## src/rtl/sram_like_arbiter.sv

```systemverilog
// Shares one sram-like master port between the inst (fetch) and data (mem-stage) requesters.
// Data has priority, but a streak limit on consecutive data grants bounds inst starvation.
module sram_like_arbiter #(
  parameter int unsigned STARVE_LIMIT = 4
) (
  input  logic        clk,
  input  logic        resetn,

  input  logic        inst_req,
  input  logic        inst_wr,
  input  logic [1:0]  inst_size,
  input  logic [31:0] inst_addr,
  input  logic [31:0] inst_wdata,
  output logic        inst_addr_ok,
  output logic        inst_data_ok,
  output logic [31:0] inst_rdata,

  input  logic        data_req,
  input  logic        data_wr,
  input  logic [1:0]  data_size,
  input  logic [31:0] data_addr,
  input  logic [31:0] data_wdata,
  output logic        data_addr_ok,
  output logic        data_data_ok,
  output logic [31:0] data_rdata,

  output logic        m_req,
  output logic        m_wr,
  output logic [1:0]  m_size,
  output logic [31:0] m_addr,
  output logic [31:0] m_wdata,
  input  logic        m_addr_ok,
  input  logic        m_data_ok,
  input  logic [31:0] m_rdata,

  output logic        arb_busy
);

  localparam int unsigned StreakW = $clog2(STARVE_LIMIT + 1);
  localparam logic [StreakW-1:0] StreakMax = StreakW'(STARVE_LIMIT);

  typedef enum logic [1:0] {
    StIdle,
    StHold,
    StWait
  } state_e;

  state_e               state_q, state_d;
  logic                 owner_q, owner_d;   // 0 = inst, 1 = data
  logic [StreakW-1:0]   streak_q, streak_d;

  logic grant_data;
  logic grant_inst;
  logic sel_valid;
  logic sel_data;
  logic accept;

  always_ff @(posedge clk) begin
    if (!resetn) begin
      state_q  <= StIdle;
      owner_q  <= 1'b0;
      streak_q <= '0;
    end else begin
      state_q  <= state_d;
      owner_q  <= owner_d;
      streak_q <= streak_d;
    end
  end

  always_comb begin
    grant_data = data_req && !(inst_req && (streak_q == StreakMax));
    grant_inst = !grant_data && inst_req;

    state_d   = state_q;
    owner_d   = owner_q;
    streak_d  = streak_q;
    sel_valid = 1'b0;
    sel_data  = 1'b0;

    unique case (state_q)
      StIdle: begin
        sel_valid = grant_data || grant_inst;
        sel_data  = grant_data;
        if (sel_valid) begin
          owner_d = sel_data;
          state_d = m_addr_ok ? StWait : StHold;
        end
      end
      StHold: begin
        // Owner stays locked until the slave accepts, regardless of the other requester.
        sel_valid = 1'b1;
        sel_data  = owner_q;
        if (m_addr_ok) begin
          state_d = StWait;
        end
      end
      StWait: begin
        // Responses outside this state are stray and ignored.
        if (m_data_ok) begin
          state_d = StIdle;
        end
      end
      default: begin
        state_d = StIdle;
      end
    endcase

    accept = sel_valid && m_addr_ok;

    if (accept) begin
      if (sel_data && inst_req) begin
        streak_d = (streak_q == StreakMax) ? streak_q : streak_q + StreakW'(1);
      end else begin
        streak_d = '0;
      end
    end
  end

  always_comb begin
    m_req   = sel_valid;
    m_wr    = 1'b0;
    m_size  = 2'b00;
    m_addr  = 32'h0;
    m_wdata = 32'h0;
    if (sel_valid) begin
      if (sel_data) begin
        m_wr    = data_wr;
        m_size  = data_size;
        m_addr  = data_addr;
        m_wdata = data_wdata;
      end else begin
        m_wr    = inst_wr;
        m_size  = inst_size;
        m_addr  = inst_addr;
        m_wdata = inst_wdata;
      end
    end
  end

  assign inst_addr_ok = accept && !sel_data;
  assign data_addr_ok = accept && sel_data;

  assign inst_data_ok = (state_q == StWait) && m_data_ok && !owner_q;
  assign data_data_ok = (state_q == StWait) && m_data_ok && owner_q;

  assign inst_rdata = m_rdata;
  assign data_rdata = m_rdata;

  assign arb_busy = (state_q != StIdle);

endmodule

```

## config.mk

```make
export PLATFORM = sky130hd
export DESIGN_NAME = sram_like_arbiter
export DESIGN_NICKNAME = d
export VERILOG_FILES = /design/src/rtl/sram_like_arbiter.sv
export SDC_FILE = /design/constraint.sdc
export NUM_CORES = 1
export LEC_CHECK = 0
export CELL_PAD_IN_SITES_DETAIL_PLACEMENT = 1
export CELL_PAD_IN_SITES_GLOBAL_PLACEMENT = 2
export CORE_ASPECT_RATIO = 1.75
export CORE_UTILIZATION = 10
export CTS_BUF_LIST = sky130_fd_sc_hd__clkbuf_16
export DETAILED_ROUTE_END_ITERATION = 7
export GPL_TIMING_DRIVEN = 0
export MAX_ROUTING_LAYER = met4
export PLACE_DENSITY = 0.95
export RECOVER_POWER = 25
export SLEW_MARGIN = 15
export SYNTH_ARGS = -nofsm -noshare
export SYNTH_HDL_FRONTEND = slang
export SYNTH_SLANG_ARGS = --single-unit
```

## constraint.sdc

```tcl
create_clock -name clk -period 2.8 [get_ports clk]
set_input_delay 0.84 -clock clk [delete_from_list [all_inputs] [get_ports clk]]
set_output_delay 0.84 -clock clk [all_outputs]
set_load 0.02 [all_outputs]
```

==> flow_metrics.py, run 1 <==
metrics = {
    "worst_setup_path": {
        "crit_path_start": "inst_req",
        "worstPathArrival_ps": 2090,
        "cp_slowest_cell": "a31oi_4",
        "critPathLaunchType": "input pin",
        "worstSetupEndpointType": "output pin",
        "crit_family": "buffers and inverters",
        "cp_slowest_stage_delay_ps": 200,
        "path_class": "in2out",
        "reg2reg_setup_slack_ps": 1130,
        "cp_cell_sequence": "buf_8, nand3_4, a31oi_4, buf_6, buf_12, clkbuf_16, mux2i_1, nor2_1, buf_2",
        "worstReg2RegStart": "state_q[0]$_SDFFE_PN0P_",
        "cp_num_buf_inv": 5,
        "worst-path-max-fanout": 6,
        "cp.required_ps": 1960,
    },
    "die": {
        "die_area_sq_mm": 0.0193,
        "core.rowCount": 65,
        "io_pins": 309,
        "initial_core_util": 0.103,
        "fp.dieH_um": 183,
        "core_sq_mm": 0.0182,
        "dieWidth_um": 105,
    },
    "synthesis": {
        "syn_nets": 432,
        "seq_area_frac_synth": 0.0641,
        "synthCells": 258,
        "ys_ff_latch": 6,
        "ys_top_cells_by_area": "mux2i_1, buf_4, nor2_1",
        "ys_warn_count": 0,
        "syn_area_per_cell_sq_um": 7.26,
        "yosys.area.top_type_share": 0.358,
        "synth_area_leader_cell": "mux2i_1",
        "synthArstFlopShare": 0,
        "synth-edff-count": 0,
        "synthFlopType": "dfxtp_1",
        "ys_types": 30,
        "syn_area_sq_mm": 0.00187,
    },
    "grt": {
        "grt_pass1_wl_um": 16100,
        "grt_util_met2": 0.247,
        "grt_antenna_before_repair": 2,
        "busiest_layer": "met2",
        "grt_pass1_vias": 3234,
        "overflow": 0,
        "track_usage": 0.113,
        "use_met3": 0.0288,
        "grt_max_degree": 11,
        "met1_usage": 0.0894,
    },
    "sta": {
        "max_clock_freq_mhz": 341,
        "fin_hold_ws_ps": 530,
        "finalHoldViolCount": 0,
        "worst_pin_slew_ps": 351,
        "min_period_ps": 2930,
        "skew_ps": 1.55,
        "setup_slack_ps": -134,
        "rsz0062_at_grt": "true",
        "slew-limit-headroom": 0.765,
        "setup_viol": 67,
        "fin_crit_sh": 1.05,
        "final_max_slew_viol_count": 0,
    },
    "finish": {
        "post_route_cells_drive_above_1_share": 0.330,
        "area_growth_pct": 179,
        "nNetsFinal": 730,
        "final_common_cell": "clkdlybuf4s50_1",
        "mostFrequentLayoutCells": "clkdlybuf4s50_1, buf_4, nor2_1",
        "multi_input_area_sq_mm": 0.00122,
        "fill_cells": 2197,
        "regArea_sq_um": 120,
        "final_cell_area_sq_mm": 0.00522,
    },
    "route": {
        "wire_per_inst_um": 14.3,
        "drc": 0,
        "post_drt_via_cell_ratio": 3.68,
        "drt-total-wl_um": 11300,
        "drtIter0Drc": 30,
        "vias": 2908,
        "drt_pass1_iterations": 3,
        "antenna_left": 0,
    },
    "pwr": {
        "total_leakage_power_nw": 2.53,
        "ir_drop_v": 0.000176,
        "pwr_density_cell_mw_per_mm2": 291,
        "power.total_mw": 1.52,
    },
    "clock_tree": {
        "numClockSinks": 6,
        "htreeDepth": 1,
        "path_clk_slew_ps": 30,
        "cts_max_path_buffers": 2,
        "cts_root_buf": "clkbuf_16",
        "cts_tree": "built",
        "cts_made_buffers": 3,
        "clock_latency_ps": 230,
        "cts_hold_buf": 0,
    },
    "placement": {
        "dpl.hpwl_um": 9420,
        "place.gp.congestion": 0.745,
        "dpl_cell_area_sq_mm": 0.00493,
        "placement.io_buffers": 276,
    },
    "hold_path": {
        "min-delay-start": "owner_q$_SDFFE_PN0P_",
        "hold_class": "reg2reg",
    },
    "outcome": {
        "violations": "negative setup slack",
        "outcome": "finished with violations",
    },
    "flow_run": {
        "maxCapViolations": 0,
    },
}
## state kept, by name (all words and copies together), names as in the netlist
signal,flops
owner_q,1
streak_q,3
state_q,2
## per-layer routing
metal	vias to the layer above	share of wire
met1	1315	0.29
met2	202	0.61
met3	8	0.089
li1	1383	-
met4	0	0.010
met5	-	0
## cell type report
cell class	instances	share of cell area
diodes	2	0.000958
well taps	234	0.0561
multi-input cells	168	0.234
repair buffers	294	0.534
inverters	4	0.00287
plain buffers	79	0.134
flip-flops and latches	6	0.0230
clock buffers	3	0.0144
## report_power, final
part	internal, mW	switching (mW)	total, mW
clock	0.184	0.0530	0.237
combinational	0.656	0.531	1.19
sequential	0.0900	0.00525	0.0952
total	0.929	0.589	1.52
## per-stage QoR
| step | setup TNS (ps) | worst slack [ps] | utilization | std cells |
|---|---|---|---|---|
| floorplan | 0 | 42.6 | - | 258 |
| global placement | -88950 | -1390 | 0.271 | 768 |
| detailed placement | -88470 | -1360 | 0.271 | 768 |
| CTS | -3850 | -142 | 0.285 | 787 |
| global route | -10120 | -198 | 0.287 | 790 |
| finish | -5150 | -134 | 0.287 | 790 |
## cell usage after synthesis (2+ instances only)
cell type,n
inv_1,4
buf_2,2
mux2i_1,67
nor2_1,70
a21boi_0,2
dfxtp_1,6
nand2b_1,2
nor3_1,2
nor2b_1,3
nand2_1,4
ha_1,2
buf_4,70
nand3_1,2
clkbuf_1,6
## path summary, 6_finish.rpt
check,end,cells past startpoint
min,owner_q$_SDFFE_PN0P_,2
max,m_addr[2],9
max reg2reg,streak_q[2]$_SDFFE_PN0P_,4
min reg2reg,owner_q$_SDFFE_PN0P_,2
## worst min-delay path: stages, from the launching register on
cell	delay [ps]
dfxtp_1	340
nand2_1	70
a21boi_0	70
## what timing repair did
item	4_1_cts	5_1_grt
pin swaps	6	15
cloned	6	1
setup endpoints to repair	72	65
gates resized for setup	361	28
buffers inserted	11	5
## cells by family after synthesis
| kind of cell | after synthesis | share of synthesized area |
|---|---|---|
| DFF | 6 | 0.0641 |
| AOI/OAI and AO/OA | 8 | 0.0320 |
| muxes | 68 | 0.364 |
| and+or+nand+nor | 90 | 0.207 |
| adders and majority gates | 2 | 0.0133 |
| buffers and inverters | 84 | 0.320 |
Power figures use the tool's default switching activity.
==> inputs of run 2 (changes only) <==
--- a/config.mk
+++ b/config.mk
@@ -5,6 +5,7 @@
 export SDC_FILE = /design/constraint.sdc
 export NUM_CORES = 1
 export LEC_CHECK = 0
+export CAP_MARGIN = 20
 export CELL_PAD_IN_SITES_DETAIL_PLACEMENT = 1
 export CELL_PAD_IN_SITES_GLOBAL_PLACEMENT = 2
 export CORE_ASPECT_RATIO = 1.75
==> results of run 2 <==
The final DEF is identical to that of run 1; final timing and power are the same.
==> edit: new RTL, settings of run 1 <==
Set the parameter `STARVE_LIMIT` to 2 (it was 4).
--- a/src/rtl/sram_like_arbiter.sv
+++ b/src/rtl/sram_like_arbiter.sv
@@ -1,7 +1,7 @@
 // Shares one sram-like master port between the inst (fetch) and data (mem-stage) requesters.
 // Data has priority, but a streak limit on consecutive data grants bounds inst starvation.
 module sram_like_arbiter #(
-  parameter int unsigned STARVE_LIMIT = 4
+  parameter int unsigned STARVE_LIMIT = 2
 ) (
   input  logic        clk,
   input  logic        resetn,
Formal check against the unedited RTL: not equivalent (Yosys sat finds a counterexample within 10 cycles, from zero or initial values and one cycle with resetn low).
==> edit against run 1 <==
- global-route usage increased by 0.51 points
- final cell count increased by 0.76%
- largest cell class unchanged
- cell area increased by 0.12%
- core utilization increased by 0.42 points
- power decreased by 3.1%
- largest power group unchanged
- sequential share of layout area decreased by 0.39 points
- highest routed layer unchanged
- the run still ends with negative setup slack left
- critical endpoint is now m_addr[27]
- sequential cell count decreased by 1
- routed wire length increased by 3.9%
- worst setup slack got worse by 50 ps
- first-iteration DRC count increased by 20%
- area after synthesis decreased by 2.6%
- critical path depth unchanged
==> edit: results (changes against run 1) <==
wirelength_um: 11710  # +3.9%
buffers_excl_clock: 383  # +2.7%
drt_iter0_markers: 36  # +20%
grt_pass1_wl_um: 16430  # +2.0%
top_regs: "state_q: 2 flops, streak_q: 2 flops, owner_q: 1 flops"
setup_slack_ps: -183.3  # -49.73 ps
synthMuxAreaShare_pct: 37.29  # +0.90 points
met3_length_um: 953  # -5.1%
ff_latch_area_sq_um: 100.1  # -17%
power_frac_comb_pct: 77.9  # -0.2 points
yosysUniqueCellTypes: 26  # -13%
post_cts_resized: 355  # -1.7%
dpl.cell_count: 765  # -0.39%
power_frac_clock_pct: 16.3  # +0.7 points
nFillCells: 2153  # -2.0%
antenna_found_initial: 0  # -2
setup_viol: 66  # -1.5%
vias_per_cell: 3.715  # +0.92%
cts_root_buf: "clkbuf_16"
synth_compound_gate_area_share_pct: 2.810  # -0.39 points
place_hpwl_um: 9705  # +3.0%
grt.total_usage_pct: 11.81  # +0.51 points
yosysSeqAreaShare_pct: 5.483  # -0.93 points
violations: "negative setup slack"
slew_headroom_pct: 73.63  # -2.9 points
layout-drive-gt1-share_pct: 34.70  # +1.7 points
status: "finished, violations left"
syn_area_sq_um: 1826  # -2.6%
slowest_delay_ps: 220  # +20 ps
dp_slack_ps: -1289  # +72.93 ps
power_mw: 1.472  # -3.1%
swShare_pct: 39.46  # +0.65 points
syn_nets: 428  # -0.93%
routabilityCongestion: 0.7792  # +4.6%
num_antenna_cells: 0  # -2
final_nets: 736  # +0.82%
cp_slowest_cell: "mux2i_2"
syn_inst: 255  # -1.2%
clockBufferDepth: 2  # unchanged
synth_common_cells: "nor2_1 (71), buf_4 (70), mux2i_1 (68)"
finalSetupTns_ps: -6696  # -1548 ps
io_buffers: 276  # unchanged
final-clk-cell-share_pct: 1.508  # +0.070 points
max-vdd-ir-drop_v: 0.0001852  # +5.4%
skew_ps: 2.390  # +0.8369 ps
synth_fa_ha_area_share_pct: 0.6854  # -0.65 points
place_area_sq_um: 4886  # -0.89%
wl_met1_um: 3472  # +5.0%
arrival_ps: 2140  # +50 ps
ys_top_cells_by_area: "mux2i_1 (37%), buf_4 (29%), nor2_1 (15%), dfxtp_1 (5.5%), nor2b_1 (1.4%)"
grt_pass1_vias: 3158  # -2.4%
post-cts-setup-buffers: 12  # +1
drtPass1Iterations: 4  # +1
p_leak_nw: 2.495  # -1.5%
buffer_area_share_pct: 67.46  # +0.59 points
multiInputCombCellCount: 166  # -1.2%
met2_length_um: 7010  # +2.5%
clock-sinks: 5  # -1
-- edit: routing by layer --
layer  track usage [%]  up-vias
met4             4.114        0
met2             25.55      242
met5                 -        -
li1                  -     1391
met3             1.876       13
met1             9.507     1311
-- edit: stage by stage --
stage / utilization (%) / hold WS, ps
global placement: 27.18 / 454.3
floorplan: - / 438.5
global route: 29.09 / 513.9
detailed placement: 27.18 / 474.8
CTS: 27.77 / 478.3
finish: 29.09 / 469.9
-- edit: path summary, 6_finish.rpt --
kind | from | to | slack (ps) | cells after the start
worst min register to register | streak_q[1]$_SDFFE_PN0P_ | streak_q[1]$_SDFFE_PN0P_ | 470 | 2
worst min-delay path | streak_q[1]$_SDFFE_PN0P_ | streak_q[1]$_SDFFE_PN0P_ | 470 | 2
worst max-delay path | data_req | m_addr[27] | -180 | 9
worst max register to register | state_q[0]$_SDFFE_PN0P_ | streak_q[1]$_SDFFE_PN0P_ | 940 | 5
